`config.mk`:
```
export PLATFORM = sky130hd
export DESIGN_NAME = enq_arbiter
export DESIGN_NICKNAME = d
export VERILOG_FILES = /design/src/rtl/enq_arbiter.sv
export SDC_FILE = /design/constraint.sdc
export NUM_CORES = 1
export LEC_CHECK = 0
export BUFFER_PORTS_ARGS = -buffer_cell sky130_fd_sc_hd__clkbuf_2
export CORE_MARGIN = 10
export CORE_UTILIZATION = 30
export DETAILED_ROUTE_END_ITERATION = 16
export GPL_TIMING_DRIVEN = 0
export HOLD_SLACK_MARGIN = 0.15
export PLACE_DENSITY = 0.5
export SYNTH_ARGS = -nofsm -noshare
export SYNTH_HDL_FRONTEND = slang
export SYNTH_SLANG_ARGS = --single-unit
export TNS_END_PERCENT = 10
```
`constraint.sdc`:
```
create_clock -name CLK -period 14.85 [get_ports CLK]
set_input_delay 0 -clock CLK [delete_from_list [all_inputs] [get_ports CLK]]
set_output_delay 0 -clock CLK [all_outputs]
set_load 0.005 [all_outputs]
```
`src/rtl/enq_arbiter.sv`:
```
// Weighted round-robin merge of two enq producers onto one enq consumer.
// Each producer is decoupled by a small FIFO; a burst counter bounds how long one source holds the output.

module enq_arbiter_fifo #(
   parameter int WIDTH = 128,
   parameter int DEPTH = 2
) (
   input  logic             CLK,
   input  logic             RST,
   input  logic             push,
   input  logic [WIDTH-1:0] din,
   input  logic             pop,
   output logic             rdy,
   output logic             not_empty,
   output logic [WIDTH-1:0] head
);
   localparam int PW = $clog2(DEPTH);
   localparam int CW = PW + 1;

   logic [WIDTH-1:0] mem [DEPTH];
   logic [PW-1:0]    rd_ptr;
   logic [PW-1:0]    wr_ptr;
   logic [CW-1:0]    count;
   logic             do_push;
   logic             do_pop;

   // Ready depends on the registered count only, so a same-cycle pop never frees a slot.
   assign rdy       = count < CW'(DEPTH);
   assign not_empty = count != '0;
   assign head      = mem[rd_ptr];
   assign do_push   = push & rdy;
   assign do_pop    = pop & not_empty;

   // NOTE: the storage array has no reset; entries are only visible through count, which is reset.
   always_ff @(posedge CLK) begin
      if (!RST && do_push) begin
         mem[wr_ptr] <= din;
      end
   end

   // NOTE: sequential state uses non-blocking assignments so every register samples pre-edge values.
   always_ff @(posedge CLK) begin
      if (RST) begin
         rd_ptr <= '0;
         wr_ptr <= '0;
         count  <= '0;
      end else begin
         if (do_push) wr_ptr <= wr_ptr + PW'(1);
         if (do_pop)  rd_ptr <= rd_ptr + PW'(1);
         case ({do_push, do_pop})
            2'b10:   count <= count + CW'(1);
            2'b01:   count <= count - CW'(1);
            default: count <= count;
         endcase
      end
   end
endmodule

module enq_arbiter #(
   parameter int WIDTH    = 128,
   parameter int DEPTH    = 2,
   parameter int WEIGHT_A = 2,
   parameter int WEIGHT_B = 1
) (
   input  logic             CLK,
   input  logic             RST,
   input  logic             a_enq__ENA,
   input  logic [WIDTH-1:0] a_enq_v,
   output logic             a_enq__RDY,
   input  logic             b_enq__ENA,
   input  logic [WIDTH-1:0] b_enq_v,
   output logic             b_enq__RDY,
   output logic             out_enq__ENA,
   output logic [WIDTH-1:0] out_enq_v,
   input  logic             out_enq__RDY
);
   localparam int WMAX = (WEIGHT_A > WEIGHT_B) ? WEIGHT_A : WEIGHT_B;
   localparam int BW   = $clog2(WMAX + 1);
   localparam logic [BW-1:0] WA = BW'(WEIGHT_A);
   localparam logic [BW-1:0] WB = BW'(WEIGHT_B);

   typedef enum logic {
      SRC_A = 1'b0,
      SRC_B = 1'b1
   } src_e;

   src_e             cur;
   logic [BW-1:0]    burst;

   logic             a_ne;
   logic             b_ne;
   logic [WIDTH-1:0] a_head;
   logic [WIDTH-1:0] b_head;
   logic             hc;
   logic             ho;
   logic [BW-1:0]    w;
   logic             sel_valid;
   src_e             sel_src;
   logic             fire;
   logic             pop_a;
   logic             pop_b;

   enq_arbiter_fifo #(.WIDTH(WIDTH), .DEPTH(DEPTH)) u_fifo_a (
      .CLK       (CLK),
      .RST       (RST),
      .push      (a_enq__ENA),
      .din       (a_enq_v),
      .pop       (pop_a),
      .rdy       (a_enq__RDY),
      .not_empty (a_ne),
      .head      (a_head)
   );

   enq_arbiter_fifo #(.WIDTH(WIDTH), .DEPTH(DEPTH)) u_fifo_b (
      .CLK       (CLK),
      .RST       (RST),
      .push      (b_enq__ENA),
      .din       (b_enq_v),
      .pop       (pop_b),
      .rdy       (b_enq__RDY),
      .not_empty (b_ne),
      .head      (b_head)
   );

   // Stay on cur until its weight is spent, unless the other source has nothing to send.
   // NOTE: every always_comb output gets a default first so no path can infer a latch.
   always_comb begin
      hc        = (cur == SRC_A) ? a_ne : b_ne;
      ho        = (cur == SRC_A) ? b_ne : a_ne;
      w         = (cur == SRC_A) ? WA : WB;
      sel_valid = 1'b0;
      sel_src   = cur;
      if (hc && ((burst < w) || !ho)) begin
         sel_valid = 1'b1;
         sel_src   = cur;
      end else if (ho) begin
         sel_valid = 1'b1;
         sel_src   = (cur == SRC_A) ? SRC_B : SRC_A;
      end
   end

   assign fire         = sel_valid & out_enq__RDY;
   assign pop_a        = fire & (sel_src == SRC_A);
   assign pop_b        = fire & (sel_src == SRC_B);
   assign out_enq__ENA = fire;
   assign out_enq_v    = !sel_valid ? '0 : ((sel_src == SRC_A) ? a_head : b_head);

   always_ff @(posedge CLK) begin
      if (RST) begin
         cur   <= SRC_A;
         burst <= '0;
      end else if (fire) begin
         if (sel_src == cur) begin
            burst <= (burst < w) ? burst + BW'(1) : w;
         end else begin
            cur   <= sel_src;
            burst <= BW'(1);
         end
      end
   end
endmodule

```
Word level (Yosys, flattened, before mapping)
Memories as Yosys holds them, arrays and structs flattened. A register that Yosys moved wholly into a read port is not among the register bits.
Index checks and enable logic that the tools add are counted.
Storage, ports and cells
  input port bits: 261
  memories kept: 2
  bits in writable memories: 512
  register bits: 11
  output and inout port bits: 131
  logic and storage cells: 69
Memory list
  u_fifo_a.mem: depth 2, width 128, read ports 1, clocked after Yosys merged registers in 1, wr ports 1, RTL line 20  | logic [WIDTH-1:0] mem [DEPTH];
  u_fifo_b.mem: depth 2, width 128, read ports 1, clocked after Yosys merged registers in 1, wr ports 1, RTL line 20
Cells by class
  muxes and demuxes: 22
  bitwise operators: 9
  eq/ne operators: 5
  reductions and logical operators: 11
  $lt $le $gt $ge: 3
  add/sub/neg operators: 9
Operators with widths (count)
  128-bit two-way mux: 2
  1-bit two-way mux: 15
  2-bit case mux with 2 select lines: 2
  2-bit nonzero test: 4
  1-bit bitwise AND: 7
  2-bit by 1-bit adder with 2-bit output, second input constant: 3
  2-bit two-way mux: 3
  1-bit adder, second input constant: 4
  2-bit by 1-bit equality test with 1-bit output, second input constant: 2
  2-bit equality test, second input constant: 2
  2-bit < comparator, second input constant: 2
  2-bit by 1-bit subtractor with 2-bit output, second input constant: 2
  1-bit logical AND: 3
  1-bit zero test: 2
  2-bit < comparator: 1
  1-bit inverter: 2
  2-bit AND reduction: 1
  1-bit equality test: 1
  1-bit logical OR: 1

Depth between registers and ports, before layout
Gate-level depths: netlist (run 1).
  word-level depth: 11
  gate-level depth with buffers: 9
  depth with buffers taken out: 9

Hierarchy
From an unflattened synthesis (run 1), not the netlist that was laid out.
Unflattened totals
  cell total of the unflattened synthesis: 1033
  area total of the unflattened synthesis: 20552.2 um^2
Modules (own cells, without submodules)
  enq_arbiter_fifo: cells each 421, area an instance 9444.1 um^2, instances 2, seq. area each 7787.5 um^2
  enq_arbiter: cells each 191, area an instance 1664.1 um^2, instances 1, seq. area each 60.1 um^2

Worst setup path after synthesis (run 1)
OpenSTA, ideal clock, no wires.
  path type: reg2reg
  start point: register u_fifo_a.count[1]
  end point: memory u_fifo_a.mem[1][0] (enable)
  slack: 4249 ps
  data required time: 14052 ps
  library setup time: 798 ps
  arrival time: 9803 ps
  cell stages (with the launch flop): 4
  buffers on the path: 0
  period minus slack after synthesis: 10601 ps
  path through: dfxtp_1 > inv_1 > nand2_1 > nor3b_1
On the way
  longest elaborated chain between the ends: 5
RTL lines
  start, declared: RTL line 23  | logic [CW-1:0] count;
  start signal, assigned: RTL line 51  | 2'b10: count <= count + CW'(1);
  start signal, assigned: RTL line 52  | 2'b01: count <= count - CW'(1);
  start signal, assigned: RTL line 53  | default: count <= count;
  2-bit < comparator: RTL line 28  | assign rdy = count < CW'(DEPTH);
  named net a_enq__RDY: RTL line 69  | output logic a_enq__RDY,
  1-bit bitwise AND: RTL line 31  | assign do_push = push & rdy;
  1-bit logical AND: RTL line 36  | if (!RST && do_push) begin
  1-bit two-way mux: RTL line 36
  1-bit two-way mux (implied by the code): RTL line 37  | mem[wr_ptr] <= din;
  end, declared: RTL line 20
The timed path passes the listed nets, and every way through them passes these cells.

Worst setup path in the final report (run 1)
  start point: register burst[1]
  end point: output out_enq_v[44]
On the way
  longest elaborated chain between the ends: 6
  elaborated cells between the ends (all ways): 7
  those cells by class: 1 x order compare; 4 x mux; 2 x reduce/logical
RTL lines
  start, declared: RTL line 88  | logic [BW-1:0] burst;
  start signal, assigned: RTL line 154  | burst <= (burst < w) ? burst + BW'(1) : w;
  2-bit < comparator (*): RTL line 133  | if (hc && ((burst < w) || !ho)) begin
  1-bit logical OR (*): RTL line 133
  1-bit logical AND (*): RTL line 133
  1-bit two-way mux: RTL line 133
  128-bit two-way mux: RTL line 146  | assign out_enq_v = !sel_valid ? '0 : ((sel_src == SRC_A) ? a_head : b_head);
  128-bit two-way mux (*): RTL line 146
  end, declared: RTL line 74  | output logic [WIDTH-1:0] out_enq_v,
Mark *: on every way between the ends. The rest lies on a longest branch, timed or not.

==> flow_summary_export.csv, run 1 <==
group,metric,value,unit
sta,setup_ws,11.42,ns
worst_setup_path,cp-startpoint,"burst[1]",
synth,ys_ff_latch,525,
global_route,grt-ovfl-total,0,
worst_setup_path,cp_max_fo,10,
clock_tree,clkLatencyLatePin,0.61,ns
synth,synth_top_area_share,77.2,%
power_and_ir_drop,power,4.99,mW
synth,synthTopCellsByArea,"edfxtp_1 (77%), mux2i_1 (13%), o22ai_1 (3.5%)",
status,run_status,"complete, no violations",
clock_tree,cts_tree,"built",
drt,drt-total-wl,59.5,mm
synth,synth_sequential_area_ratio,78.5,%
sta,fin_crit_sh,23.1,%
sta,holdWs,0.173,ns
sta,setup_viol,0,
layout,layout-drive-gt1-share,28.7,%
layout,syn_to_final_growth,53.1,%
worst_setup_path,arrival,3.43,ns
floorplanning,core,0.0657,mm2
power_and_ir_drop,total_leakage_power,11.1,nW
power_and_ir_drop,pwr-share-comb,34.6,%
global_route,track_usage,15.0,%
hold_path,hp-start,"a_enq_v[38]",
layout,final_common_cell,"edfxtp_1",
worst_setup_path,end_kind,"primary output",
synth,synth_fp_nets,1308,
synth,synthXorXnorAreaFrac,0.264,%
drt,vias_per_cell,4.50,
clock_tree,cts_buffer_depth,3,
layout,multiInputGateArea,0.00393,mm2
placed_design,dp_slack,12.00,ns
synth,syn_avg_cell_area,19.1,um2
sta,slew_headroom,25.8,%
global_route,grt_pass1_wl,89.5,mm
placed_design,port_buffers,390,
sta,clock_skew,0.0240,ns
worst_setup_path,critPathRequiredTime,14.85,ns
clock_tree,cts_buffers,58,
sta,period_minus_slack,3.43,ns
power_and_ir_drop,power_frac_seq,36.8,%
clock_tree,path_clk_slew,0.06,ns
worst_setup_path,start_kind,"flip-flop",
power_and_ir_drop,p_int,3.38,mW
floorplanning,die_w,278,um
clock_tree,clk_root_buffer_cell,"clkbuf_16",
synth,synth_top_family_by_area,"multiplexers",
power_and_ir_drop,p_clk_share,28.6,%
sta,rsz0062_at_grt,"no",
synth,synth_cell_types,35,
worst_setup_path,crit-reg2reg-launch,"u_fifo_b.count[1]",
layout,final_cell_mix,"edfxtp_1 (512), dlygate4sd3_1 (488), clkbuf_2 (390)",
sta,tightest_slew,1.11,ns
drt,drtIter0Drc,710,
drt,wl_per_cell,20.1,um
run,cap_violations,0,
drt,vias,13300,
floorplanning,die_h,278,um
layout,layout.nets,2311,
sta,clock.fmax,291,MHz
worst_setup_path,worstSetupPathType,"reg -> out",
synth,netlist_instances,1044,
global_route,antenna_found_initial,6,
layout,seqCellArea,0.0156,mm2
clock_tree,clock_sinks,525,
floorplanning,dieArea,0.0771,mm2
global_route,grt_max_degree,15,
floorplanning,pin_count,392,
layout,post-route-util,46.4,%
synth,synth-compound-area-share,5.39,%
drt,dr.pass1.iters,5,
power_and_ir_drop,vdd_drop_max,0.125,mV
power_and_ir_drop,swShare,32.2,%
hold_path,hold_path.class,"in -> reg",
power_and_ir_drop,powerDensity,164,mW/mm2
synth,yosys.area_share.simple,0.898,%
placed_design,gp_congestion,0.719,
floorplanning,start_util,30.3,%
sta,finalHoldViolations,0,
floorplanning,num_rows,94,
placed_design,placedCellCount,2363,
synth,synth_fa_ha_area_share,0.188,%
clock_tree,h-tree-depth,2,
sta,slew_violations,0,
power_and_ir_drop,switching_power,1.61,mW
synth,muxShareOfSynthArea,12.9,%
global_route,grt_pass1_vias,14900,
synth,synth_top_area_cell,"edfxtp_1",
placed_design,hpwlAfterDp,41.5,mm
synth,syn-cell-area,0.0199,mm2
layout,nFillCells,5722,
clock_tree,cts_resized,0,
drt,drc,0,
drt,ant_nets,0,
layout,fin_cells,2962,
synth,ys_warn_count,0,
layout make-up:
class                   instances  area share (%)
flip-flops and latches        525            51.3
repair buffers                943            24.9
multi-input cells             456            12.9
clock buffers                  70            5.12
well taps                     864            3.54
plain buffers                  59            1.19
clock inverters                36            1.08
inverters                       4          0.0492
diodes                          5          0.0410
per-stage QoR:
stage | setup TNS [ns] | area (um2)
2_1_floorplan | 0 | 19900
3_3_place_gp | -2103.87 | 22900
3_5_place_dp | 0 | 23700
4_1_cts | 0 | 30500
5_1_grt | 0 | 30500
6_report | 0 | 30500
Yosys cell counts, drive strengths merged:
library cell and instances:
edfxtp 512, mux2i 256, o22ai 128, buf 35
clkbuf 24, nor2 15, dfxtp 13, a21oi 9
o21ai 8, nor3 6, inv 4, xor2 4
a31oi 3, ha 3, nand2 3, or3 3
nor3b 2, o21a 2, o311ai 2, or2 2
xnor2 2, a211oi 1, a21o 1, a311oi 1
and3 1, nand2b 1, nand4 1, nor4b 1
o21bai 1
per-layer routing:
layer  GRT usage (%)  routed length [um]  share of wire [%]  vias to the layer above
li1                -                   -                  -                     6266
met1            17.7               24300                 41                     6634
met2            27.1               31100                 52                      330
met3            3.51                3150                5.3                       81
met4            3.33                1010                1.7                        4
met5               0                  27              0.045                        -
timing repair:
item / CTS / global route
endpoints found under the hold margin: 552 / 2
buffers inserted: 0 / 0
hold buffers: 487 / 1
final timing paths:
path / end / slack [ns] / cells after the start
setup / recovery: out_enq_v[44] / 11.42 / 8
hold / removal: u_fifo_a.mem[0][38] / 0.17 / 2
setup reg to reg: u_fifo_b.mem[1][99] / 12.06 / 8
hold reg to reg: flip-flop / 0.51 / 2
state kept, by name, indices dropped and copies added, names as in the netlist, named ones only:
name,flops
u_fifo_a.mem,256
u_fifo_b.mem,256
burst,2
u_fifo_a.count,2
u_fifo_b.count,2
cur,1
u_fifo_a.rd_ptr,1
u_fifo_a.wr_ptr,1
u_fifo_b.rd_ptr,1
u_fifo_b.wr_ptr,1
logic make-up (layout without fill, tap and decap cells):
kind of cell | after synthesis | count (layout)
muxes | 256 | 256
AOI/OAI and AO/OA | 156 | 156
other | 0 | 5
adders and majority gates | 3 | 3
and+or+nand+nor | 35 | 35
xor gates and xnor gates | 6 | 6
buffers and inverters | 63 | 1112
DFF | 525 | 525
critical path: stages, from the launching register on:
cell	delay (ns)
dfxtp_1	0.33
ha_1	0.37
a21o_1	0.23
a21oi_1	0.32
o21ai_1	0.11
buf_2	0.31
buf_2	0.31
o22ai_1	0.57
clkbuf_2	0.24
power by group through the flow:
stage	registers, mW	logic [mW]	clock network [mW]
after global routing	1.85	1.87	1.53
after CTS	1.83	1.77	1.47
after detailed placement	1.86	1.66	0
after global placement	1.96	1.60	0
final	1.83	1.73	1.43
after floorplan	1.91	0.866	0
Note: power is estimated with default switching activity, not from simulation.
==> run 2, diff against run 1 <==
--- a/config.mk
+++ b/config.mk
@@ -5,13 +5,14 @@
 export SDC_FILE = /design/constraint.sdc
 export NUM_CORES = 1
 export LEC_CHECK = 0
+export ABC_AREA = 1
 export BUFFER_PORTS_ARGS = -buffer_cell sky130_fd_sc_hd__clkbuf_2
 export CORE_MARGIN = 10
 export CORE_UTILIZATION = 30
 export DETAILED_ROUTE_END_ITERATION = 16
 export GPL_TIMING_DRIVEN = 0
 export HOLD_SLACK_MARGIN = 0.15
-export PLACE_DENSITY = 0.5
+export PLACE_DENSITY = 0.49
 export SYNTH_ARGS = -nofsm -noshare
 export SYNTH_HDL_FRONTEND = slang
 export SYNTH_SLANG_ARGS = --single-unit
==> constraint.sdc (replaced) <==
create_clock -name CLK -period 3.4 [get_ports CLK]
set_input_delay 0 -clock CLK [delete_from_list [all_inputs] [get_ports CLK]]
set_output_delay 0 -clock CLK [all_outputs]
set_load 0.005 [all_outputs]
==> run 2 against run 1 <==
  * Area after synthesis is 5.3% higher
  * Worst setup slack worse by 11 ns
  * Critical endpoint is now out_enq_v[39]
  * Largest power group is now combinational cells
  * Cell count is 10% higher
  * Via count is 7.9% higher
  * Flip-flop and latch count stayed put
  * Wire length is 3.4% higher
  * Clock power grew to 4.3 times the previous value
  * Register-to-register slack worse by 11 ns
  * Design area is 3.2% higher
  * First-iteration DRC count is 2.1% higher
  * Synthesized cell count is 27% higher
==> flow_summary_export.csv, run 2 <==
group,metric,value,unit
sta,slew_violations,0,
global_route,grt-ovfl-total,0,
drt,ant_nets,0,
worst_setup_path,rrSetupSlack,0.90,ns
synth,synth_fp_nets,1587,
synth,ys_ff_latch,525,
placed_design,placedCellCount,2671,
drt,drtIter0Drc,725,
clock_tree,clkLatencyLatePin,0.61,ns
sta,fin_setup_tns,0,ns
power_and_ir_drop,power,24.6,mW
global_route,grt_max_degree,29,
floorplanning,die_w,284,um
placed_design,port_buffers,390,
global_route,antenna_found_initial,6,
floorplanning,core,0.0689,mm2
synth,synth_top_area_share,73.3,%
layout,layout.nets,2553,
placed_design,place_area,0.0247,mm2
layout,nFillCells,6266,
worst_setup_path,end_kind,"primary output",
layout,final_area,0.0315,mm2
floorplanning,die_h,284,um
layout,final_common_cell,"edfxtp_1",
clock_tree,cts_tree,"built",
synth,synth_most_common_cell,"edfxtp_1",
drt,vias_per_cell,4.39,
worst_setup_path,start_kind,"flip-flop",
sta,slew_headroom,37.4,%
status,run_status,"complete, no violations",
global_route,grt_pass1_vias,15900,
worst_setup_path,cp_max_fo,10,
clock_tree,path_clk_slew,0.06,ns
worst_setup_path,crit-reg2reg-launch,"cur",
sta,fin_crit_sh,87.4,%
layout,fin_cells,3272,
synth,ys.flop_type,"edfxtp_1",
global_route,track_usage,14.9,%
worst_setup_path,worstSetupPathType,"reg -> out",
drt,dr.pass1.iters,5,
synth,async_flop_share,0,%
synth,synth_cell_types,26,
floorplanning,start_util,30.4,%
sta,period_minus_slack,2.97,ns
synth,netlist_top_cells_count,"edfxtp_1 (512), nor2_1 (265), mux2_2 (256)",
sta,rsz0062_at_grt,"no",
run,cap_violations,0,
hold_path,hold_path.class,"in -> reg",
layout,seqCellArea,0.0156,mm2
hold_path,hp-start,"b_enq_v[0]",
drt,drc,0,
drt,wl_per_cell,18.8,um
global_route,grt_pass1_wl,94.0,mm
sta,holdWs,0.182,ns
drt,vias,14400,
sta,clock.fmax,336,MHz
clock_tree,cts_buffer_depth,3,
sta,setup_viol,0,
layout,reg.largest.list,"u_fifo_a.mem: 256 flops, u_fifo_b.mem: 256 flops",
floorplanning,num_rows,96,
sta,tightest_slew,0.936,ns
layout,layout-drive-gt1-share,34.2,%
clock_tree,h-tree-depth,2,
synth,synth_edf_count,512,
synth,ys_warn_count,0,
clock_tree,cts_resized,0,
sta,finalHoldViolations,0,
power_and_ir_drop,vdd_drop_max,0.501,mV
sta,clock_skew,0.0255,ns
layout,syn_to_final_growth,50.1,%
floorplanning,dieArea,0.0809,mm2
worst_setup_path,arrival,2.97,ns
synth,synth_top_area_cell,"edfxtp_1",
layout,final_cell_mix,"edfxtp_1 (512), dlygate4sd3_1 (489), clkbuf_2 (393)",
placed_design,gp_congestion,0.763,
floorplanning,pin_count,392,
synth,syn-cell-area,0.0210,mm2
clock_tree,clk_root_buffer_cell,"clkbuf_16",
synth,netlist_instances,1323,
power_and_ir_drop,powerDensity,780,mW/mm2
synth,syn_avg_cell_area,15.8,um2
placed_design,hpwlAfterDp,43.0,mm
layout,post-route-util,45.7,%
clock_tree,clock_sinks,525,
worst_setup_path,critPathRequiredTime,3.40,ns
layout,multiInputGateArea,0.00487,mm2
drt,drt-total-wl,61.6,mm
sta,setup_ws,0.427,ns
synth,synth_sequential_area_ratio,74.6,%
clock_tree,cts_buffers,58,
placed_design,dp_slack,0.934,ns
synth,synthTopCellsByArea,"edfxtp_1 (73%), mux2_2 (14%), nor2_1 (4.7%)",
power_and_ir_drop,total_leakage_power,11.8,nW
[run 2: where the power goes]
part	internal [mW]	switching (mW)
clock network	3.62	2.54
registers	7.78	0.142
logic	4.29	6.19
[run 2: cells by family (layout without fill, tap and decap cells)]
kind of cell	Yosys count	count (layout)	synth area share, %
compound gates	147	147	3.51
xor+xnor	1	1	0.0418
fa+ha+maj	3	3	0.179
buf+inv	91	1104	2.40
flops	525	525	74.6
mux	256	256	13.7
other cells	0	5	0
simple gates	300	300	5.55
[run 2: worst paths after layout]
path,end,cells after the start
worst min-delay path,u_fifo_b.mem[1][0],2
worst min register to register,u_fifo_b.rd_ptr,2
worst max register to register,u_fifo_b.count[1],14
worst max-delay path,out_enq_v[39],6
[run 2: layer usage]
layer,vias to the layer above,GRT usage (%),share of wire (%)
li1,6869,-,-
met1,7068,18.1,42
met2,338,26.5,51
met3,92,2.98,4.6
met4,4,4.13,2.3
met5,-,0,0.042
[run 2: worst max-delay path, stage by stage, from the launching register on]
cell and delay [ns]:
dfxtp_1 0.32, buf_2 0.46, clkbuf_1 0.67, mux2_2 0.42, o21ai_1 0.25, nor2_1 0.08
clkbuf_2 0.15
[run 2: area by class of cell]
class / instances / area share, %
tap: 931 / 3.70
inverter: 20 / 0.246
clock buffer: 75 / 4.88
clock inverter: 32 / 0.970
sequential: 525 / 49.7
timing repair buffer: 906 / 23.7
multi-input combinational: 707 / 15.5
buffer: 71 / 1.36
antenna: 5 / 0.0397
[run 2: repair_timing]
action | in CTS | in global routing
buffers inserted | 0 | 0
hold endpoints to repair | 702 | 0
endpoints found under the setup margin | 0 | 0
hold buffers | 489 | 0
==> run 3, diff against run 2 <==
--- a/config.mk
+++ b/config.mk
@@ -6,13 +6,13 @@
 export NUM_CORES = 1
 export LEC_CHECK = 0
 export ABC_AREA = 1
-export BUFFER_PORTS_ARGS = -buffer_cell sky130_fd_sc_hd__clkbuf_2
 export CORE_MARGIN = 10
 export CORE_UTILIZATION = 30
 export DETAILED_ROUTE_END_ITERATION = 16
+export DONT_BUFFER_PORTS = 1
 export GPL_TIMING_DRIVEN = 0
 export HOLD_SLACK_MARGIN = 0.15
-export PLACE_DENSITY = 0.49
+export PLACE_DENSITY = 0.45
 export SYNTH_ARGS = -nofsm -noshare
 export SYNTH_HDL_FRONTEND = slang
 export SYNTH_SLANG_ARGS = --single-unit
==> run 3 against run 2 <==
  * The run now fails in clock tree synthesis
  * Area after synthesis did not move
  * Synthesized cell count did not move
==> flow_summary_export.csv, run 3 <==
group,metric,value,unit
clock_tree,h-tree-depth,2,
clock_tree,clk_root_buffer_cell,"clkbuf_16",
synth,synthTopCellsByArea,"edfxtp_1 (73%), mux2_2 (14%), nor2_1 (4.7%)",
floorplanning,start_util,30.4,%
clock_tree,cts_hold_buf,479,
floorplanning,die_h,284,um
placed_design,port_buffers,0,
status,run_status,"did not finish",
floorplanning,num_rows,96,
floorplanning,pin_count,392,
synth,ys_warn_count,0,
status,stop_stage,"clock tree synthesis",
clock_tree,clock_sinks,525,
synth,netlist_instances,1323,
synth,syn-cell-area,0.0210,mm2
synth,synth_sequential_area_ratio,74.6,%
synth,synth_fp_nets,1587,
synth,synth_most_common_cell,"edfxtp_1",
synth,ys.flop_type,"edfxtp_1",
placed_design,gp_congestion,0.730,
clock_tree,cts_buffer_depth,3,
synth,syn_avg_cell_area,15.8,um2
status,error_line,"[ERROR RSZ-0060] Max buffer count reached.",
synth,synth_top_area_cell,"edfxtp_1",
synth,synth_top_area_share,73.3,%
clock_tree,cts_resized,0,
placed_design,placedCellCount,2282,
synth,netlist_top_cells_count,"edfxtp_1 (512), nor2_1 (265), mux2_2 (256)",
placed_design,hpwlAfterDp,41.8,mm
clock_tree,cts_buffers,58,
placed_design,dp_slack,0.855,ns
synth,async_flop_share,0,%
synth,ys_ff_latch,525,
floorplanning,die_w,284,um
synth,synth_cell_types,26,
clock_tree,post-cts-setup-buffers,0,
synth,synth_edf_count,512,
-- run 3: cell counts after synthesis --
Identical to the previous run, type by type.
-- run 3: logic make-up after synthesis --
logic type | Yosys count | share of synthesized area (%)
adder cells (fa/ha/maj) | 3 | 0.179
flip-flops | 525 | 74.6
buffers and inverters | 91 | 2.40
AO/OA/AOI/OAI | 147 | 3.51
XOR/XNOR | 1 | 0.0418
AND/OR/NAND/NOR | 300 | 5.55
multiplexers | 256 | 13.7
-- run 3: stage by stage --
stage	TNS [ns]	instance area, um2	util (%)
3_5_place_dp	0	22800	33.1
2_1_floorplan	-377.23	21000	-
3_3_place_gp	-1721.54	22200	32.2
==> run 4, diff against run 3 <==
--- a/config.mk
+++ b/config.mk
@@ -7,12 +7,11 @@
 export LEC_CHECK = 0
 export ABC_AREA = 1
 export CORE_MARGIN = 10
-export CORE_UTILIZATION = 30
+export CORE_UTILIZATION = 20
 export DETAILED_ROUTE_END_ITERATION = 16
 export DONT_BUFFER_PORTS = 1
 export GPL_TIMING_DRIVEN = 0
-export HOLD_SLACK_MARGIN = 0.15
-export PLACE_DENSITY = 0.45
+export PLACE_DENSITY_LB_ADDON = 0.15
 export SYNTH_ARGS = -nofsm -noshare
 export SYNTH_HDL_FRONTEND = slang
 export SYNTH_SLANG_ARGS = --single-unit
==> run 4 against run 3 <==
  * The flow now finishes without violations
==> flow_summary_export.csv, run 4 (synthesized netlist as in run 2, its figures left out) <==
group,metric,value,unit
placed_design,port_buffers,0,
floorplanning,core,0.104,mm2
floorplanning,die_h,344,um
floorplanning,start_util,20.2,%
power_and_ir_drop,vdd_drop_max,0.479,mV
sta,setup_viol,0,
clock_tree,cts_resized,0,
layout,final_common_cell,"edfxtp_1",
worst_setup_path,cp_max_fo,10,
layout,final_area,0.0286,mm2
layout,layout-drive-gt1-share,23.5,%
floorplanning,dieArea,0.118,mm2
global_route,antenna_found_initial,17,
sta,slew_violations,0,
drt,ant_nets,0,
power_and_ir_drop,powerDensity,828,mW/mm2
sta,period_minus_slack,2.98,ns
sta,fin_setup_tns,0,ns
drt,vias,12200,
placed_design,place_area,0.0234,mm2
power_and_ir_drop,power,23.7,mW
sta,tightest_slew,0.894,ns
floorplanning,pin_count,392,
clock_tree,path_clk_slew,0.05,ns
status,run_status,"complete, no violations",
drt,wl_per_cell,20.4,um
drt,dr.pass1.iters,5,
layout,layout.nets,2000,
hold_path,hold_path.class,"in -> reg",
drt,drtIter0Drc,516,
sta,fin_crit_sh,87.7,%
floorplanning,num_rows,118,
sta,slew_headroom,40.4,%
clock_tree,cts_buffer_depth,3,
clock_tree,clkLatencyLatePin,0.61,ns
layout,post-route-util,27.6,%
layout,fin_cells,3168,
global_route,grt_pass1_vias,13400,
drt,drc,0,
clock_tree,cts_buffers,66,
global_route,grt_max_degree,29,
placed_design,hpwlAfterDp,46.4,mm
global_route,grt-ovfl-total,0,
clock_tree,cts_tree,"built",
clock_tree,clk_root_buffer_cell,"clkbuf_16",
sta,finalHoldViolations,0,
worst_setup_path,critPathRequiredTime,3.40,ns
drt,drt-total-wl,64.7,mm
worst_setup_path,arrival,2.98,ns
worst_setup_path,start_kind,"flip-flop",
sta,clock_skew,0.0155,ns
global_route,track_usage,10.7,%
layout,nFillCells,10600,
placed_design,placedCellCount,2731,
global_route,grt_pass1_wl,92.1,mm
drt,vias_per_cell,3.86,
power_and_ir_drop,total_leakage_power,9.57,nW
worst_setup_path,end_kind,"primary output",
sta,rsz0062_at_grt,"no",
layout,final_cell_mix,"edfxtp_1 (512), dlygate4sd3_1 (317), nor2_1 (263)",
layout,syn_to_final_growth,36.4,%
layout,reg.largest.list,"u_fifo_a.mem: 256 flops, u_fifo_b.mem: 256 flops",
worst_setup_path,worstSetupPathType,"reg -> out",
sta,clock.fmax,335,MHz
clock_tree,clock_sinks,525,
clock_tree,h-tree-depth,3,
placed_design,gp_congestion,0.717,
floorplanning,die_w,344,um
run,cap_violations,0,
run 4: final cells by class:
type	instances	area [um2]	share of cell area (%)
Sequential cell	525	15600	54.7
Multi-Input combinational cell	707	4870	17.0
Timing Repair Buffer	345	3790	13.2
Clock buffer	95	1890	6.60
Tap cell	1380	1730	6.04
Buffer	71	428	1.50
Clock inverter	21	180	0.630
Inverter	20	77.6	0.271
Antenna cell	4	10.0	0.0350
run 4: layer usage:
metal | global-route usage [%] | wire [um]
met1 | 12.1 | 26100
met2 | 18.8 | 32900
met3 | 3.42 | 4060
met4 | 3.36 | 1570
met5 | 0 | 104
run 4: what timing repair did:
action	in CTS	in global routing
buffers inserted	0	0
hold buffers	317	0
hold endpoints to repair	678	0
run 4: critical path, cell delays in order (launching register included):
cell	delay (ns)
dfxtp_1	0.31
inv_1	0.11
nand2_1	0.16
nor2_1	0.11
inv_1	0.08
buf_2	0.50
clkbuf_1	0.60
o21ai_1	0.15
nor2_1	0.34
run 4: through the flow:
stage          setup slack (ns)  hold slack (ns)
5_1_grt                   0.129           0.0127
4_1_cts                   0.212         0.000130
6_report                  0.418           0.0647
3_5_place_dp              0.812           0.0990
2_1_floorplan            -0.904           0.0989
3_3_place_gp              -4.23           0.0990
run 4: path summary, 6_finish.rpt:
kind                     start                  end  slack (ns)  cells past startpoint
max          u_fifo_b.count[1]        out_enq_v[37]        0.42                      8
min                b_enq_v[26]  u_fifo_b.mem[0][26]        0.06                      1
max reg2reg                cur    u_fifo_b.count[1]        0.85                     14
min reg2reg    u_fifo_b.rd_ptr            flip-flop        0.49                      2
run 4: power breakdown:
part           internal, mW  switching [mW]
sequential             7.78           0.133
clock                  4.07            2.66
combinational          3.02            6.01
total                  14.9            8.81
